File: src/rtl/mem_port_arbiter_if.sv
// Bundle of requester-side and memory-side signals for mem_port_arbiter.
// The slave modport is the arbiter's view; master is the view of whatever
// surrounds it (fetch unit, load/store unit and the memory together).
interface mem_port_arbiter_if;
   // instruction fetch port
   logic        if_req;
   logic [31:0] if_addr;
   logic        if_gnt;
   logic        if_rvalid;
   logic [31:0] if_rdata;
   // data load/store port
   logic        d_req;
   logic        d_we;
   logic [2:0]  d_funct3;
   logic [31:0] d_addr;
   logic [31:0] d_wdata;
   logic        d_gnt;
   logic        d_rvalid;
   logic [31:0] d_rdata;
   // memory pins
   logic        mem_write_enable;
   logic [2:0]  mem_funct3;
   logic [31:0] mem_write_address;
   logic [31:0] mem_write_data;
   logic [31:0] mem_read_address;
   logic [31:0] mem_read_data;
   // status
   logic        busy;

   modport slave (
      input  if_req, if_addr, d_req, d_we, d_funct3, d_addr, d_wdata, mem_read_data,
      output if_gnt, if_rvalid, if_rdata, d_gnt, d_rvalid, d_rdata,
             mem_write_enable, mem_funct3, mem_write_address, mem_write_data,
             mem_read_address, busy
   );

   modport master (
      output if_req, if_addr, d_req, d_we, d_funct3, d_addr, d_wdata, mem_read_data,
      input  if_gnt, if_rvalid, if_rdata, d_gnt, d_rvalid, d_rdata,
             mem_write_enable, mem_funct3, mem_write_address, mem_write_data,
             mem_read_address, busy
   );
endinterface

File: src/rtl/mem_port_arbiter.sv
// Two-requester arbiter for a single memory port. Data port D has fixed
// priority; fetch port I wins a contention once D has beaten it MAX_STARVE
// times in a row. One transaction in flight; every output is registered.
module mem_port_arbiter #(
   parameter int READ_LATENCY = 1,
   parameter int MAX_STARVE   = 4
) (
   input logic                 clk,
   input logic                 reset,
   mem_port_arbiter_if.slave   bus
);

   localparam int CW = (READ_LATENCY < 1) ? 1 : $clog2(READ_LATENCY + 1);
   localparam int SW = (MAX_STARVE < 1) ? 1 : $clog2(MAX_STARVE + 1);
   localparam logic [2:0] F3_WORD = 3'b010;

   typedef enum logic [1:0] {S_IDLE, S_ACCESS, S_WAIT, S_RESP} state_t;

   // control state
   state_t          r_state,    w_state_next;
   logic [CW-1:0]   r_cnt,      w_cnt_next;
   logic [SW-1:0]   r_starve,   w_starve_next;
   logic            r_owner_d,  w_owner_d_next;
   logic            r_is_store, w_is_store_next;

   // registered outputs
   logic            r_if_gnt,   w_if_gnt_next;
   logic            r_if_rvalid, w_if_rvalid_next;
   logic [31:0]     r_if_rdata, w_if_rdata_next;
   logic            r_d_gnt,    w_d_gnt_next;
   logic            r_d_rvalid, w_d_rvalid_next;
   logic [31:0]     r_d_rdata,  w_d_rdata_next;
   logic            r_mem_we,   w_mem_we_next;
   logic [2:0]      r_mem_f3,   w_mem_f3_next;
   logic [31:0]     r_mem_waddr, w_mem_waddr_next;
   logic [31:0]     r_mem_wdata, w_mem_wdata_next;
   logic [31:0]     r_mem_raddr, w_mem_raddr_next;
   logic            r_busy,     w_busy_next;

   // arbitration: RESP doubles as an IDLE sample point so back-to-back
   // transactions lose no cycle
   logic w_sample, w_starved, w_grant_i, w_grant_d, w_capture;
   assign w_sample  = (r_state == S_IDLE) || (r_state == S_RESP);
   assign w_starved = (r_starve == SW'(MAX_STARVE));
   assign w_grant_i = w_sample && bus.if_req && (!bus.d_req || w_starved);
   assign w_grant_d = w_sample && bus.d_req && !w_grant_i;
   assign w_capture = (r_state == S_WAIT) && (r_cnt == CW'(1));

   // state register plus every registered output; reset is asynchronous
   always_ff @(posedge clk or posedge reset) begin
      if (reset) begin
         r_state     <= S_IDLE;
         r_cnt       <= '0;
         r_starve    <= '0;
         r_owner_d   <= 1'b0;
         r_is_store  <= 1'b0;
         r_if_gnt    <= 1'b0;
         r_if_rvalid <= 1'b0;
         r_if_rdata  <= '0;
         r_d_gnt     <= 1'b0;
         r_d_rvalid  <= 1'b0;
         r_d_rdata   <= '0;
         r_mem_we    <= 1'b0;
         r_mem_f3    <= F3_WORD;
         r_mem_waddr <= '0;
         r_mem_wdata <= '0;
         r_mem_raddr <= '0;
         r_busy      <= 1'b0;
      end else begin
         r_state     <= w_state_next;
         r_cnt       <= w_cnt_next;
         r_starve    <= w_starve_next;
         r_owner_d   <= w_owner_d_next;
         r_is_store  <= w_is_store_next;
         r_if_gnt    <= w_if_gnt_next;
         r_if_rvalid <= w_if_rvalid_next;
         r_if_rdata  <= w_if_rdata_next;
         r_d_gnt     <= w_d_gnt_next;
         r_d_rvalid  <= w_d_rvalid_next;
         r_d_rdata   <= w_d_rdata_next;
         r_mem_we    <= w_mem_we_next;
         r_mem_f3    <= w_mem_f3_next;
         r_mem_waddr <= w_mem_waddr_next;
         r_mem_wdata <= w_mem_wdata_next;
         r_mem_raddr <= w_mem_raddr_next;
         r_busy      <= w_busy_next;
      end
   end

   // next state, latency counter, transaction owner and starvation count
   always_comb begin
      w_state_next    = r_state;
      w_cnt_next      = r_cnt;
      w_starve_next   = r_starve;
      w_owner_d_next  = r_owner_d;
      w_is_store_next = r_is_store;
      case (r_state)
         S_IDLE, S_RESP: begin
            if (w_grant_i || w_grant_d) begin
               w_state_next    = S_ACCESS;
               w_owner_d_next  = w_grant_d;
               w_is_store_next = w_grant_d && bus.d_we;
            end else begin
               w_state_next    = S_IDLE;
            end
         end
         S_ACCESS: begin
            if (r_is_store) begin
               w_state_next = S_IDLE;
            end else begin
               w_state_next = S_WAIT;
               w_cnt_next   = CW'(READ_LATENCY);
            end
         end
         S_WAIT: begin
            if (w_capture) begin
               w_state_next = S_RESP;
               w_cnt_next   = '0;
            end else begin
               w_cnt_next   = r_cnt - CW'(1);
            end
         end
         default: w_state_next = S_IDLE;
      endcase
      // fetch grant clears the count; a D win over a waiting fetch bumps it
      if (w_grant_i) begin
         w_starve_next = '0;
      end else if (w_grant_d && bus.if_req && !w_starved) begin
         w_starve_next = r_starve + SW'(1);
      end
   end

   // next values of the registered outputs
   always_comb begin
      w_if_gnt_next    = 1'b0;
      w_d_gnt_next     = 1'b0;
      w_if_rvalid_next = 1'b0;
      w_d_rvalid_next  = 1'b0;
      w_if_rdata_next  = r_if_rdata;
      w_d_rdata_next   = r_d_rdata;
      w_mem_we_next    = r_mem_we;
      w_mem_f3_next    = r_mem_f3;
      w_mem_waddr_next = r_mem_waddr;
      w_mem_wdata_next = r_mem_wdata;
      w_mem_raddr_next = r_mem_raddr;
      w_busy_next      = (w_state_next != S_IDLE);

      if (w_grant_i) begin
         w_if_gnt_next    = 1'b1;
         w_mem_raddr_next = bus.if_addr;
         w_mem_f3_next    = F3_WORD;
         w_mem_we_next    = 1'b0;
      end else if (w_grant_d) begin
         w_d_gnt_next     = 1'b1;
         w_mem_f3_next    = bus.d_funct3;
         if (bus.d_we) begin
            w_mem_we_next    = 1'b1;
            w_mem_waddr_next = bus.d_addr;
            w_mem_wdata_next = bus.d_wdata;
         end else begin
            w_mem_we_next    = 1'b0;
            w_mem_raddr_next = bus.d_addr;
         end
      end

      // a store occupies exactly one ACCESS cycle, then the write pins park
      if (r_state == S_ACCESS && r_is_store) begin
         w_mem_we_next    = 1'b0;
         w_mem_waddr_next = '0;
         w_mem_f3_next    = F3_WORD;
      end

      // read data is captured on the last WAIT cycle and returned in RESP
      if (w_capture) begin
         if (r_owner_d) begin
            w_d_rvalid_next  = 1'b1;
            w_d_rdata_next   = bus.mem_read_data;
         end else begin
            w_if_rvalid_next = 1'b1;
            w_if_rdata_next  = bus.mem_read_data;
         end
      end
   end

   assign bus.if_gnt            = r_if_gnt;
   assign bus.if_rvalid         = r_if_rvalid;
   assign bus.if_rdata          = r_if_rdata;
   assign bus.d_gnt             = r_d_gnt;
   assign bus.d_rvalid          = r_d_rvalid;
   assign bus.d_rdata           = r_d_rdata;
   assign bus.mem_write_enable  = r_mem_we;
   assign bus.mem_funct3        = r_mem_f3;
   assign bus.mem_write_address = r_mem_waddr;
   assign bus.mem_write_data    = r_mem_wdata;
   assign bus.mem_read_address  = r_mem_raddr;
   assign bus.busy              = r_busy;

endmodule

File: src/flat_wrapper.sv
// flat-port wrapper written by rule: the top's interface ports become plain ports
module mem_port_arbiter_flat 
#(
   parameter int READ_LATENCY = 1,
   parameter int MAX_STARVE   = 4
)
  (clk, reset, bus_if_req, bus_if_addr, bus_d_req, bus_d_we, bus_d_funct3, bus_d_addr, bus_d_wdata, bus_mem_read_data, bus_if_gnt, bus_if_rvalid, bus_if_rdata, bus_d_gnt, bus_d_rvalid, bus_d_rdata, bus_mem_write_enable, bus_mem_funct3, bus_mem_write_address, bus_mem_write_data, bus_mem_read_address, bus_busy);
  mem_port_arbiter_if bus_i ();
  input logic clk;
  input logic reset;
  input wire logic [$bits(bus_i.if_req)-1:0] bus_if_req;
  input wire logic [$bits(bus_i.if_addr)-1:0] bus_if_addr;
  input wire logic [$bits(bus_i.d_req)-1:0] bus_d_req;
  input wire logic [$bits(bus_i.d_we)-1:0] bus_d_we;
  input wire logic [$bits(bus_i.d_funct3)-1:0] bus_d_funct3;
  input wire logic [$bits(bus_i.d_addr)-1:0] bus_d_addr;
  input wire logic [$bits(bus_i.d_wdata)-1:0] bus_d_wdata;
  input wire logic [$bits(bus_i.mem_read_data)-1:0] bus_mem_read_data;
  output wire logic [$bits(bus_i.if_gnt)-1:0] bus_if_gnt;
  output wire logic [$bits(bus_i.if_rvalid)-1:0] bus_if_rvalid;
  output wire logic [$bits(bus_i.if_rdata)-1:0] bus_if_rdata;
  output wire logic [$bits(bus_i.d_gnt)-1:0] bus_d_gnt;
  output wire logic [$bits(bus_i.d_rvalid)-1:0] bus_d_rvalid;
  output wire logic [$bits(bus_i.d_rdata)-1:0] bus_d_rdata;
  output wire logic [$bits(bus_i.mem_write_enable)-1:0] bus_mem_write_enable;
  output wire logic [$bits(bus_i.mem_funct3)-1:0] bus_mem_funct3;
  output wire logic [$bits(bus_i.mem_write_address)-1:0] bus_mem_write_address;
  output wire logic [$bits(bus_i.mem_write_data)-1:0] bus_mem_write_data;
  output wire logic [$bits(bus_i.mem_read_address)-1:0] bus_mem_read_address;
  output wire logic [$bits(bus_i.busy)-1:0] bus_busy;
  assign bus_i.if_req = bus_if_req;
  assign bus_i.if_addr = bus_if_addr;
  assign bus_i.d_req = bus_d_req;
  assign bus_i.d_we = bus_d_we;
  assign bus_i.d_funct3 = bus_d_funct3;
  assign bus_i.d_addr = bus_d_addr;
  assign bus_i.d_wdata = bus_d_wdata;
  assign bus_i.mem_read_data = bus_mem_read_data;
  assign bus_if_gnt = bus_i.if_gnt;
  assign bus_if_rvalid = bus_i.if_rvalid;
  assign bus_if_rdata = bus_i.if_rdata;
  assign bus_d_gnt = bus_i.d_gnt;
  assign bus_d_rvalid = bus_i.d_rvalid;
  assign bus_d_rdata = bus_i.d_rdata;
  assign bus_mem_write_enable = bus_i.mem_write_enable;
  assign bus_mem_funct3 = bus_i.mem_funct3;
  assign bus_mem_write_address = bus_i.mem_write_address;
  assign bus_mem_write_data = bus_i.mem_write_data;
  assign bus_mem_read_address = bus_i.mem_read_address;
  assign bus_busy = bus_i.busy;
  mem_port_arbiter #(.READ_LATENCY(READ_LATENCY), .MAX_STARVE(MAX_STARVE)) u_core (.clk(clk), .reset(reset), .bus(bus_i));
endmodule
File: config.mk
export PLATFORM = sky130hd
export DESIGN_NAME = mem_port_arbiter_flat
export DESIGN_NICKNAME = d
export VERILOG_FILES = /design/src/rtl/mem_port_arbiter_if.sv /design/src/rtl/mem_port_arbiter.sv /design/src/flat_wrapper.sv
export SDC_FILE = /design/constraint.sdc
export NUM_CORES = 1
export LEC_CHECK = 0
export ABC_AREA = 1
export CAP_MARGIN = 20
export CORE_MARGIN = 4
export CORE_UTILIZATION = 45
export CTS_BUF_LIST = sky130_fd_sc_hd__clkbuf_16
export DETAILED_ROUTE_END_ITERATION = 16
export GPL_TIMING_DRIVEN = 0
export PLACE_DENSITY_LB_ADDON = 0.3
export SYNTH_ARGS = -nofsm -noshare
export SYNTH_HDL_FRONTEND = slang
export SYNTH_SLANG_ARGS = --single-unit
File: constraint.sdc
create_clock -name clk -period 13 [get_ports clk]
set_clock_uncertainty 0.1 [all_clocks]
set_input_delay 1.95 -clock clk [delete_from_list [all_inputs] [get_ports clk]]
set_output_delay 1.95 -clock clk [all_outputs]
set_load 0.05 [all_outputs]
# --- Yosys cells after proc, flatten, opt, wreduce, memory -nomap -nowiden ---
# Cells that the tools add are included.
classes:
  add_sub_neg: 2
  n_mul: 0
  div: 0
  magnitude_cmp: 0
  n_eq_ne: 7
  n_shift: 0
  n_mux: 30
  bitwise: 2
  reduce_logical: 31
ops:
  columns: ["op", "n"]
  rows:
  - ["$mux W32", 7]
  - ["$mux W3", 5]
  - ["$mux W1", 14]
  - ["$reduce_bool A2 Y1", 6]
  - ["$reduce_and A2 Y1", 5]
  - ["$logic_and A1 B1 Y1", 9]
  - ["$pmux W2 S3", 1]
  - ["$reduce_and A3 Y1", 2]
  - ["$eq A2 B2 Y1 const B", 2]
  - ["$mux W2", 2]
  - ["$ne A2 B2 Y1 const B", 2]
  - ["$add A3 B1 Y3 const B", 1]
  - ["$eq A3 B3 Y1 const B", 1]
  - ["$logic_not A1 Y1", 3]
  - ["$logic_or A1 B1 Y1", 3]
  - ["$reduce_bool A3 Y1", 1]
  - ["$eq A2 B1 Y1 const B", 1]
  - ["$logic_not A2 Y1", 1]
  - ["$ne A2 B1 Y1 const B", 1]
  - ["$not A1 Y1", 2]
  - ["$pmux W1 S2", 1]
  - ["$reduce_or A2 Y1", 1]
  - ["$sub A1 B1 Y1 const B", 1]
totals:
  register_bits: 177
  latchBits: 0
  ramBits: 0
  rom_bits: 0
  inputBits: 136
  output_inout_bits: 169
  elab_cells: 89
  mem_count: 0

# --- Depth between registers and ports, before layout ---
# Gate-level depths: netlist (run 1).
logic_depth:
  ltp_word: 10
  ltp_mapped: 11
  ltp_nobuf: 10

# --- Worst setup path after synthesis (run 1) ---
# Ideal clock, no wire load.
synth_path:
  path_type: "input to register"
  startpoint: "in bus_d_we"
  endpoint: "reg u_core.r_mem_waddr[11] (netlist: u_core.bus.mem_write_address[11])"
  setup_ps: 118
  t_arrival_ps: 2744
  t_required_ps: 12782
  slack_ps: 10038
  path_stages: 6
  n_path_buf: 3
  path_cell_list: "clkbuf_1 nand3_4 buf_6 buf_6 nand3_1 nand2_1"
synth_via:
  elab_chain_len: 2
synth_lines:
  columns: ["element", "line_no", "source"]
  rows:
  - ["start, declared", "flat_wrapper.sv:14", "input wire logic [$bits(bus_i.d_we)-1:0] bus_d_we;"]
  - ["$reduce_bool A2 Y1 (no source line)", null, null]
  - ["$reduce_and A3 Y1 (no source line)", null, null]
  - ["end signal, assigned", "mem_port_arbiter.sv:83", "r_mem_waddr <= w_mem_waddr_next;"]
  - ["end, declared", "mem_port_arbiter.sv:35", "logic [31:0] r_mem_waddr, w_mem_waddr_next;"]
# Every way passes these cells.
# A chain may end at the register's enable or synchronous reset.

# --- Worst setup path after layout (run 1) ---
layout_path:
  startpoint: "reg u_core.r_mem_f3[1] (netlist: u_core.bus.mem_funct3[1])"
  endpoint: "out bus_mem_funct3[1]"
layout_lines:
  columns: ["element", "line_no", "source"]
  rows:
  - ["start, declared", "mem_port_arbiter.sv:34", "logic [2:0] r_mem_f3, w_mem_f3_next;"]
  - ["start signal, assigned", "mem_port_arbiter.sv:82", "r_mem_f3 <= w_mem_f3_next;"]
  - ["end, declared", "flat_wrapper.sv:26", "output wire logic [$bits(bus_i.mem_funct3)-1:0] bus_mem_funct3;"]
# No word-level cell between the ends.

==> results of run 1 <==
## where the power goes
group	switching, mW	internal (mW)
clock network	0.236	0.310
logic	1.41	0.643
registers	0.152	0.818
## state kept, by name, summed over array words and instances, names as in the netlist
signal,flops
u_core.bus.d_rdata,32
u_core.r_starve,3
u_core.bus.mem_write_address,32
u_core.bus.d_gnt,1
u_core.bus.d_rvalid,1
u_core.r_state,2
u_core.bus.if_gnt,1
u_core.bus.busy,1
u_core.bus.if_rvalid,1
u_core.bus.mem_read_address,32
u_core.r_owner_d,1
u_core.r_cnt,1
u_core.r_is_store,1
u_core.bus.mem_write_data,32
u_core.bus.if_rdata,32
u_core.bus.mem_funct3,3
u_core.bus.mem_write_enable,1
## per-layer routing
layer  wire length (um)  vias to the layer above
li1                   -                     3454
met4                459                        0
met2              11400                      273
met5                  0                        -
met1               9350                     3252
met3               2470                       28
## cells by family after synthesis
kind of cell,after synthesis,synth area share (%)
compound gates,141,10.4
simple gates,416,21.5
buf+inv,166,8.91
flops,177,58.3
fa+ha+maj,5,0.823
## cell usage in the layout (no fill, tap or decap), types with 2 or more instances in the layout
| cell type | n |
|---|---|
| inv_8 | 4 |
| clkbuf_16 | 17 |
| a21oi_1 | 3 |
| clkbuf_1 | 25 |
| ha_1 | 5 |
| dfrtp_1 | 176 |
| buf_2 | 19 |
| nand2_1 | 333 |
| inv_2 | 4 |
| buf_6 | 3 |
| o211ai_1 | 33 |
| bufinv_16 | 3 |
| nand2_2 | 2 |
| buf_1 | 3 |
| nor2_1 | 40 |
| inv_6 | 4 |
| clkinv_4 | 3 |
| nand3_1 | 38 |
| buf_4 | 2 |
| clkdlybuf4s50_1 | 303 |
| inv_1 | 108 |
| o21ai_0 | 104 |
## path summary, 6_finish.rpt
| path | start | end | slack (ps) |
|---|---|---|---|
| worst max-delay path | u_core.bus.mem_funct3[1] | bus_mem_funct3[1] | 9180 |
| worst min-delay path | u_core.r_owner_d | u_core.bus.if_rvalid | 370 |
| worst max register to register | u_core.r_state[0] | u_core.bus.mem_read_address[13] | 10990 |
| worst min register to register | u_core.r_owner_d | u_core.bus.if_rvalid | 370 |
| max in group asynchronous | reset | u_core.bus.mem_read_address[29] | 10060 |
| min in group asynchronous | reset | u_core.bus.if_rdata[2] | 1900 |
## through the flow
stage / instance area (um2) / power [mW] / hold slack (ps) / std cells / worst slack (ps)
after detailed placement: 10900 / 3.03 / 368 / 1429 / 9350
after CTS: 11600 / 3.59 / 378 / 1461 / 9150
after floorplan: 7600 / 2.28 / 325 / 905 / 6150
after global routing: 11600 / 3.75 / 404 / 1461 / 9140
after global placement: 10900 / 3.00 / 347 / 1428 / 3670
final: 11600 / 3.57 / 368 / 1461 / 9180
## cell type report
cell class | count | area [um2] | area share [%]
plain buffers | 52 | 249 | 2.15
clock buffers | 17 | 425 | 3.68
clock inverters | 15 | 198 | 1.71
inverters | 114 | 435 | 3.77
multi-input cells | 562 | 2490 | 21.5
flip-flops and latches | 177 | 4430 | 38.3
well taps | 220 | 275 | 2.38
repair buffers | 304 | 3060 | 26.5
==> impl_metrics.json, run 1 <==
{
  "ctsLongestPathBuffers": 2,
  "grt_util_met2_pct": 41.1,
  "synth_top_area_share_pct": 58.0,
  "antenna_found_initial": 0,
  "totalNegativeSetupSlack_ps": 0,
  "power.leakage_nw": 5.78,
  "critical_path_class": "reg2out",
  "hold_viol": 0,
  "post-cts-setup-buffer-count": 0,
  "synth_most_common_cell": "nand2_1",
  "cp_slowest_cell": "clkdlybuf4s50_1",
  "worstSetupPathDepth": 1,
  "gp_congestion": 0.786,
  "hold_depth": 1,
  "cts_max_level": 4,
  "slowest_delay_ps": 820,
  "gr-usage-met3_pct": 10.5,
  "synthFlopType": "dfrtp_1",
  "drtPass1Iterations": 5,
  "wirelength_mm": 23.7,
  "syn_inst": 905,
  "met1_usage_pct": 30.3,
  "chipWidth_um": 138,
  "drive_gt1_share_pct": 5.48,
  "status": "finished clean",
  "ys_seq_area_share_pct": 58.3,
  "syn-num-nets": 1046,
  "syn-mean-instance-area_um2": 8.40,
  "crit_fanout": 2,
  "numCtsBuffers": 17,
  "hold_path.class": "reg2reg",
  "synth_commonest_cells": "333 x nand2_1, 176 x dfrtp_1, 109 x inv_1",
  "grt_pass1_wl_mm": 36.7,
  "drv_cap": 0,
  "path_delay_family": "buffers and inverters",
  "rsz0062_at_grt": "no",
  "antennaDiodeCount": 0,
  "start_util_pct": 45.8,
  "setup_viol": 0,
  "grt_overflow": 0,
  "synthArstFlopShare_pct": 100,
  "busiest_layer": "met2",
  "clkLatencyLatePin_ps": 420,
  "die_area_mm2": 0.0190,
  "syn2layout_area_growth_pct": 52.2,
  "clock.fmax_mhz": 262,
  "cts_resized": 0,
  "die_h_um": 138,
  "grtUsageTotal_pct": 25.1,
  "ys_seq_elements": 177,
  "cts.hold.buffers_added": 0,
  "vias_per_cell": 4.80,
  "io_buffers": 303,
  "synth_edf_count": 0,
  "fp-row-count": 47,
  "cts_root_buf": "clkbuf_16",
  "fin_nets": 1369,
  "drt_iter0_drc": 288,
  "period_needed_ps": 3820,
  "tightest_slew_ps": 637,
  "finalCritPeriodShare_pct": 29.4,
  "clkSinkCount": 177,
  "crit_chain": "clkdlybuf4s50_1",
  "num_vias": 7007,
  "clk_pin_slew_worst_paths_ps": 70,
  "vdd_drop_max_mv": 0.175,
  "route.detailed.drc": 0,
  "end_kind": "output port",
  "design.core.area_mm2": 0.0166,
  "start_kind": "flop",
  "critPathArrivalTime_ps": 1770,
  "wl_per_cell_um": 16.2,
  "grt_start_max_net_pins": 94,
  "power.density_mw_per_mm2": 308,
  "yosys_warnings": 0,
  "grt_pass1_vias": 7163,
  "nFillCells": 1324,
  "cp.required_ps": 10950,
  "synth.cell_area_mm2": 0.00760,
  "cp_num_buf_inv": 1,
  "reg2reg_depth": 10,
  "finish.utilization_pct": 69.7,
  "cts_tree": "done",
  "place_hpwl_mm": 17.5,
  "synth_cell_types": 22,
  "ant_nets": 0,
  "pin_count": 305,
  "maxSlewHeadroom_pct": 57.4,
  "yosys.area.top_type": "dfrtp_1",
  "synth_area_leaders": "dfrtp_1 58%, nand2_1 16%, o21ai_0 6.8%",
  "drv_slew": 0
}
Power figures use the tool's default switching activity.
==> run 2: changes to the inputs <==
--- a/config.mk
+++ b/config.mk
@@ -8,7 +8,7 @@
 export ABC_AREA = 1
 export CAP_MARGIN = 20
 export CORE_MARGIN = 4
-export CORE_UTILIZATION = 45
+export CORE_UTILIZATION = 44
 export CTS_BUF_LIST = sky130_fd_sc_hd__clkbuf_16
 export DETAILED_ROUTE_END_ITERATION = 16
 export GPL_TIMING_DRIVEN = 0
==> constraint.sdc (replaced) <==
create_clock -name clk -period 3.6 [get_ports clk]
set_clock_uncertainty 0.1 [all_clocks]
set_input_delay 0.54 -clock clk [delete_from_list [all_inputs] [get_ports clk]]
set_output_delay 0.54 -clock clk [all_outputs]
set_load 0.05 [all_outputs]
==> run 2 against run 1 <==
Net effect:
- via count is 0.34% higher
- sequential power grew to 3.6 times the previous value
- worst hold slack worse by 16 ps
- combinational power grew to 3.6 times the previous value
- critical path type unchanged
- highest routed layer unchanged
==> impl_metrics.json, run 2 (synthesized netlist as in run 1, its figures left out) <==
{
  "critPathArrivalTime_ps": 1760,
  "antenna_found_initial": 0,
  "crit_start": "u_core.bus.mem_funct3[1]",
  "power.leakage_nw": 5.78,
  "drv_cap": 0,
  "route.detailed.drc": 0,
  "cts_max_level": 4,
  "cts_root_buf": "clkbuf_16",
  "start_kind": "flop",
  "numCtsBuffers": 17,
  "place_hpwl_mm": 18.2,
  "syn2layout_area_growth_pct": 52.5,
  "power.density_mw_per_mm2": 1100,
  "reg2reg_depth": 10,
  "setup_slack_ps": 1200,
  "drt_iter0_drc": 315,
  "tightest_slew_ps": 686,
  "reg2reg_to": "u_core.bus.mem_write_address[21]",
  "switching_power_mw": 6.51,
  "whs_ps": 352,
  "setup_viol": 0,
  "vias_per_cell": 4.80,
  "clkLatencyLatePin_ps": 420,
  "ctsLongestPathBuffers": 2,
  "path_delay_family": "buffers and inverters",
  "crit_fanout": 2,
  "clk_pin_slew_worst_paths_ps": 70,
  "design.core.area_mm2": 0.0168,
  "finalCritPeriodShare_pct": 66.7,
  "end_kind": "output port",
  "grt_start_max_net_pins": 42,
  "grt_util_met2_pct": 42.5,
  "hold_viol": 0,
  "post-cts-setup-buffer-count": 0,
  "gp_congestion": 0.819,
  "timing.rr.start": "u_core.r_state[0]",
  "combPwrFrac_pct": 58.2,
  "crit_path_end": "bus_mem_funct3[1]",
  "start_util_pct": 45.3,
  "cts.hold.buffers_added": 0,
  "met1_usage_pct": 29.0,
  "status": "finished clean",
  "cp.required_ps": 2960,
  "cp_num_buf_inv": 1,
  "fin_nets": 1372,
  "maxSlewHeadroom_pct": 54.1,
  "vdd_drop_max_mv": 0.682,
  "cts_tree": "done",
  "ant_nets": 0,
  "gr-usage-met3_pct": 10.2,
  "period_needed_ps": 2400,
  "wirelength_mm": 24.0,
  "fp-row-count": 47,
  "chipWidth_um": 139,
  "totalNegativeSetupSlack_ps": 0,
  "die_h_um": 139,
  "drive_gt1_share_pct": 5.71,
  "drv_slew": 0,
  "drtPass1Iterations": 5,
  "cp_slowest_cell": "clkdlybuf4s50_1",
  "die_area_mm2": 0.0194,
  "p_sw_share_pct": 50.9,
  "dp_slack_ps": 1280,
  "busiest_layer": "met2",
  "grt_overflow": 0,
  "clock.fmax_mhz": 416,
  "pin_count": 305,
  "slowest_delay_ps": 800,
  "io_buffers": 303,
  "final_common_cell": "nand2_1",
  "grtUsageTotal_pct": 24.9,
  "grt_pass1_vias": 7389,
  "hold_path.class": "reg2reg",
  "most-common-layout-cells": "333 x nand2_1, 303 x clkdlybuf4s50_1, 176 x dfrtp_1, 108 x inv_1, 104 x o21ai_0",
  "internal_power_mw": 6.27,
  "rrSetupSlack_ps": 1490,
  "antennaDiodeCount": 0,
  "num_vias": 7031,
  "power.share.clock_pct": 14.5,
  "worstSetupPathDepth": 1,
  "grt_pass1_wl_mm": 38.9,
  "wl_per_cell_um": 16.4,
  "crit_chain": "clkdlybuf4s50_1",
  "rsz0062_at_grt": "no",
  "cts_resized": 0,
  "critical_path_class": "reg2out",
  "nFillCells": 1368,
  "seqPwrFrac_pct": 27.3,
  "clkSinkCount": 177,
  "finish.utilization_pct": 69.1,
  "total_power_mw": 12.8
}
[run 2: worst min-delay path by stage]
stage / startpoint / end / slack, ps / cells past startpoint
after global routing: u_core.r_starve[2] / u_core.r_starve[2] / 390 / 1
after global placement: u_core.r_starve[2] / u_core.r_starve[2] / 350 / 1
after detailed placement: u_core.r_owner_d / u_core.bus.if_rvalid / 350 / 1
final: u_core.r_owner_d / u_core.bus.if_rvalid / 350 / 1
after floorplan: u_core.r_owner_d / u_core.bus.if_rvalid / 330 / 1
after CTS: u_core.r_owner_d / u_core.bus.if_rvalid / 360 / 1
[run 2: through the flow]
stage               cell area, um2  cells
global route                 11600   1464
global placement             10900   1428
detailed placement           11000   1432
floorplan                     7600    905
CTS                          11600   1464
finish                       11600   1464
[run 2: layer usage]
layer | vias up | part of all wire [%]
met5 | - | 0
met4 | 0 | 2.1
met3 | 33 | 9.8
met2 | 239 | 49
met1 | 3303 | 39
li1 | 3456 | -
[run 2: power groups by stage]
| stage | sequential (mW) | combinational (mW) | clock [mW] |
|---|---|---|---|
| after floorplan | 6.62 | 1.60 | 0 |
| after global placement | 3.47 | 7.36 | 0 |
| after detailed placement | 3.50 | 7.47 | 0 |
| after CTS | 3.48 | 7.51 | 1.88 |
| after global routing | 3.60 | 7.89 | 1.99 |
| final | 3.49 | 7.44 | 1.86 |
[run 2: cell type report]
cell class | instances | area [um2] | share of cell area [%]
Sequential cell | 177 | 4430 | 38.2
Timing Repair Buffer | 307 | 3110 | 26.9
Multi-Input combinational cell | 562 | 2490 | 21.5
Inverter | 114 | 432 | 3.72
Clock buffer | 17 | 425 | 3.67
Tap cell | 220 | 275 | 2.38
Buffer | 52 | 249 | 2.15
Clock inverter | 15 | 173 | 1.49
